[config.mk]
export PLATFORM = sky130hd
export DESIGN_NAME = fifo_wr_arbiter
export DESIGN_NICKNAME = d
export VERILOG_FILES = /design/src/rtl/fifo_wr_arbiter.sv
export SDC_FILE = /design/constraint.sdc
export NUM_CORES = 1
export LEC_CHECK = 0
export CAP_MARGIN = 30
export CORE_MARGIN = 2
export CORE_UTILIZATION = 41
export CTS_CLUSTER_DIAMETER = 50
export DETAILED_ROUTE_END_ITERATION = 10
export HOLD_SLACK_MARGIN = 0.02
export PLACE_DENSITY = 0.81
export SYNTH_ARGS = -nofsm -noshare
export SYNTH_HDL_FRONTEND = slang
export SYNTH_SLANG_ARGS = --single-unit
[constraint.sdc]
create_clock -name clk -period 2.77 [get_ports clk]
set_input_delay 0.4155 -clock clk [delete_from_list [all_inputs] [get_ports clk]]
set_output_delay 0.4155 -clock clk [all_outputs]
set_load 0.1 [all_outputs]
[src/rtl/fifo_wr_arbiter.sv]
// fifo_wr_arbiter: round-robin, frame-locking arbiter sharing one async-FIFO write port among byte producers
module fifo_wr_arbiter #(
    parameter int DATA_WIDTH = 8,
    parameter int NUM_REQ    = 3,
    parameter int MAX_BURST  = 4
) (
    input  logic                          clk,
    input  logic                          rst,
    input  logic [NUM_REQ-1:0]            req,
    input  logic [NUM_REQ-1:0]            last,
    input  logic [NUM_REQ*DATA_WIDTH-1:0] data,
    input  logic                          full,
    output logic                          w_inc,
    output logic [DATA_WIDTH-1:0]         w_data,
    output logic [NUM_REQ-1:0]            ack,
    output logic                          busy,
    output logic [1:0]                    owner
);
    typedef enum logic {IDLE, LOCK} state_t;

    state_t                fsm_q;
    logic [1:0]            owner_q;
    logic [1:0]            last_owner_q;
    logic [3:0]            beat_q;
    logic [3:0]            req_p;
    logic [3:0]            last_p;
    logic [DATA_WIDTH-1:0] slot [4];
    logic [1:0]            winner_d;
    logic [2:0]            s;
    logic                  found;
    logic                  accept;

    assign req_p  = 4'(req);
    assign last_p = 4'(last);

    for (genvar i = 0; i < 4; i++) begin : g_slot
        if (i < NUM_REQ) begin : g_on
            assign slot[i] = data[i*DATA_WIDTH +: DATA_WIDTH];
        end else begin : g_off
            assign slot[i] = '0;
        end
    end

    assign accept = (fsm_q == LOCK) && req_p[owner_q] && !full;
    assign w_inc  = accept;
    assign ack    = accept ? NUM_REQ'(4'b0001 << owner_q) : '0;
    assign w_data = accept ? slot[owner_q] : '0;
    assign busy   = (fsm_q == LOCK);
    assign owner  = owner_q;

    // Round-robin search starting just after the previous owner
    always_comb begin
        winner_d = last_owner_q;
        found    = 1'b0;
        s        = '0;
        for (int k = 1; k <= NUM_REQ; k++) begin
            s = {1'b0, last_owner_q} + 3'(k);
            s = (s >= 3'(NUM_REQ)) ? s - 3'(NUM_REQ) : s;
            if (!found && req_p[s[1:0]]) begin
                winner_d = s[1:0];
                found    = 1'b1;
            end
        end
    end

    // Grant FSM: one arbitration cycle in IDLE, then hold the lock until frame end, burst limit or abandon
    always_ff @(posedge clk or negedge rst) begin
        if (!rst) begin
            fsm_q        <= IDLE;
            owner_q      <= 2'd0;
            last_owner_q <= 2'(NUM_REQ - 1);
            beat_q       <= 4'd0;
        end else if (fsm_q == IDLE) begin
            if (|req) begin
                owner_q <= winner_d;
                beat_q  <= 4'd0;
                fsm_q   <= LOCK;
            end
        end else if (accept) begin
            if (last_p[owner_q] || beat_q == 4'(MAX_BURST - 1)) begin
                last_owner_q <= owner_q;
                fsm_q        <= IDLE;
            end else begin
                beat_q <= beat_q + 4'd1;
            end
        end else if (!req_p[owner_q]) begin
            last_owner_q <= owner_q;
            fsm_q        <= IDLE;
        end
    end
endmodule

==> summary.txt <==
Maximum vdd drop = 883.1 µV
Largest area contributor in the netlist = dfrtp_1
Mapped cell area = 1001 µm²
Post-DRT Antenna Nets = 0
CTS tree = done
Sw Ratio = 57.91%
Initial antenna violation count = 0
First-pass GRT wire length = 5257 µm
Syn Nets = 163
Multi-input logic area = 789.5 µm²
Final wirelength = 3197 µm
Design area = 1725 µm²
Critical path cell sequence = clkdlybuf4s50_1 -> mux2i_1 -> o2bb2ai_1 -> nand2_2 -> buf_12 -> nor2_4 -> buf_12
Synth warn = 0
Clock sinks = 9
DR pass1 iterations = 4
Unique masters post-synth = 44
Synth area leaders = dfrtp_1 20%, mux2i_1 12%, nor2_1 8.3%
GRT Residual Overflow = 0
Post-CTS Setup Bufs = 0
Maxcap violations = 0
Crit path top cell by count = buf_12
CTS HTree Levels = 1
Pwr Total = 1.809 mW
EDFF count, synth = 0
Vias in the first global route = 1131
CTS Root Buffer Type = clkbuf_4
RSZ-0062 raised after global routing = false
FF+latch area = 229.0 µm²
Starting Density = 44.40%
P per Cell Area = 1048 nW/µm²
Status = complete, no violations
Slew Limit Headroom = 74.14%
Flop pwr share = 17.7%
PortBufs = 47
Post-DP HPWL = 2637 µm
Cells after DPL = 196
Gate power share = 76.8%
Max-slew violations = 0
Die height = 53.41 µm
Largest net degree at the start of global routing = 20
Crit. End Element = primary output
Full die area = 2853 µm²
GP Congestion = 0.8728
Die width = 53.41 µm
Final Skew = 0.004497 ns
#FFs+latches synth = 9
Final #Nets = 210
Startpoint types = input pin
Worst-skew pair later-pin latency = 0.26 ns
Non-filler cells, final = 200
Seq/Total Area, Yosys = 22.62%
Row cnt = 17
Deepest clock path buffer count = 2
Hold-fix buffers at CTS = 0
Critical Path RT = 2.35 ns
Synthesis-to-finish area growth = 72.37%
P_sw = 1.047 mW
Global Route Usage Sum = 24.87%
Post-synthesis cell count = 126
Io pins = 48
Max incr delay on CP = 0.54 ns
Clock share of power = 5.5%
Setup_tns = 0 ns
Area after DPL = 1698 µm²
1st-iter DRT viols = 34
Wire per inst = 15.99 µm
Asr flop ratio synth = 100.0%
Crit path time final = 2.539 ns
Drt via density = 5.680
Mean Syn Cell Area = 7.944 µm²
Top-area cell type share of the netlist area = 20.00%
Number of remaining DRC errors = 0
Slew @ Worst Pin = 0.3771 ns
Fillers = 167
Setup violators final = 0
Fin crit share = 91.67%
Ys flop type = dfrtp_1
P_int = 761.2 µW
Core area = 2255 µm²
Resized cells post-CTS = 0
Hold Violations, Final = 0
Worst Path Arrival = 2.12 ns
FMAX = 393.8 MHz
CP max-delay cell = clkdlybuf4s50_1
Fraction of layout cells with a size suffix above 1 = 26.16%
Clock slew seen by the registers of the worst setup and hold paths = 0.06 ns
WS Path Type = input pin to primary output
CTS Buf Count = 3
# diodes = 0
Most common cell after layout, fill and taps aside = clkdlybuf4s50_1
Leakage = 0.6956 nW
Vias = 1136
Most frequent cells in the layout = 32 x clkdlybuf4s50_1, 14 x nor2_1, 13 x buf_12
Min-Delay Path Class = input pin to asynchronous set/reset pin
Crit-path max FO = 9
-- worst paths after layout --
| kind | start | slack, ns | cells past startpoint | endpoint |
|---|---|---|---|---|
| max | req[0] | 0.23 | 7 | w_data[7] |
| min | rst | 0.45 | 1 | beat_q[3] |
| max reg2reg | last_owner_q[1] | 0.48 | 6 | owner[1] |
| min reg2reg | beat_q[3] | 0.49 | 1 | beat_q[3] |
| max in group asynchronous | rst | 2.01 | 1 | last_owner_q[1] |
| min in group clk | beat_q[3] | 0.49 | 1 | beat_q[3] |
-- sequential cells by signal (all words and copies together) (netlist names) --
signal,cells
busy,1
owner,2
last_owner_q,2
beat_q,4
-- kinds of logic after synthesis --
kind of cell             Yosys count  share of synthesized area [%]
AO/OA/AOI/OAI                     30                          21.88
AND/OR/NAND/NOR                   55                          26.75
adder cells (fa/ha/maj)            4                          5.000
multiplexers                      14                          15.75
flip-flops                         9                          22.63
XOR/XNOR                           1                         0.8752
buffers and inverters             13                          7.124
-- cell type report --
type	count	area share, %
clock buffer	3	1.305
clock inverter	1	0.2901
inverter	4	1.088
multi-input combinational	104	45.76
sequential	9	13.27
tap	28	2.030
timing repair buffer	51	36.26
-- worst max-delay path, delay by kind of cell --
| family | cells | cell delay (ns) |
|---|---|---|
| AOI/OAI and AO/OA | 1 | 0.40 |
| and+or+nand+nor | 2 | 0.25 |
| muxes | 1 | 0.16 |
| buffers and inverters | 3 | 0.89 |
-- through the flow --
| stage | hold slack (ns) | setup WS (ns) | util (%) |
|---|---|---|---|
| finish | 0.4465 | 0.2308 | 76.53 |
| detailed placement | 0.4814 | 0.2343 | 75.31 |
| global route | 0.4472 | 0.1156 | 76.53 |
| global placement | 0.4594 | 0.3026 | 75.31 |
| floorplan | 0.1199 | -0.07348 | - |
| CTS | 0.4467 | 0.2316 | 76.53 |
-- cell usage after synthesis, types with 2 or more instances --
cell type  number
mux2i_1        12
clkbuf_1        2
nor2_1         22
nor2b_1         2
and3_1          2
ha_1            4
a21oi_1         9
nand2_1         8
buf_2           3
nand2b_1        6
o21ai_0         2
buf_6           2
o211ai_1        5
nand3_1         2
nor3_1          4
nand4_1         2
o221a_2         2
inv_1           4
dfrtp_1         8
-- power by group through the flow --
stage	registers, mW	logic [mW]	clock network, mW
floorplan	0.391	0.971	0
global placement	0.315	1.34	0
detailed placement	0.319	1.38	0
CTS	0.318	1.38	0.104
global route	0.336	1.49	0.117
finish	0.320	1.39	0.0998
-- per-layer routing --
metal	global-route usage, %	share of wire, %
met4	6.838	0.47
met3	2.825	5.1
met2	41.56	54
met5	0	0
met1	33.33	41
Power figures use the tool's default switching activity.
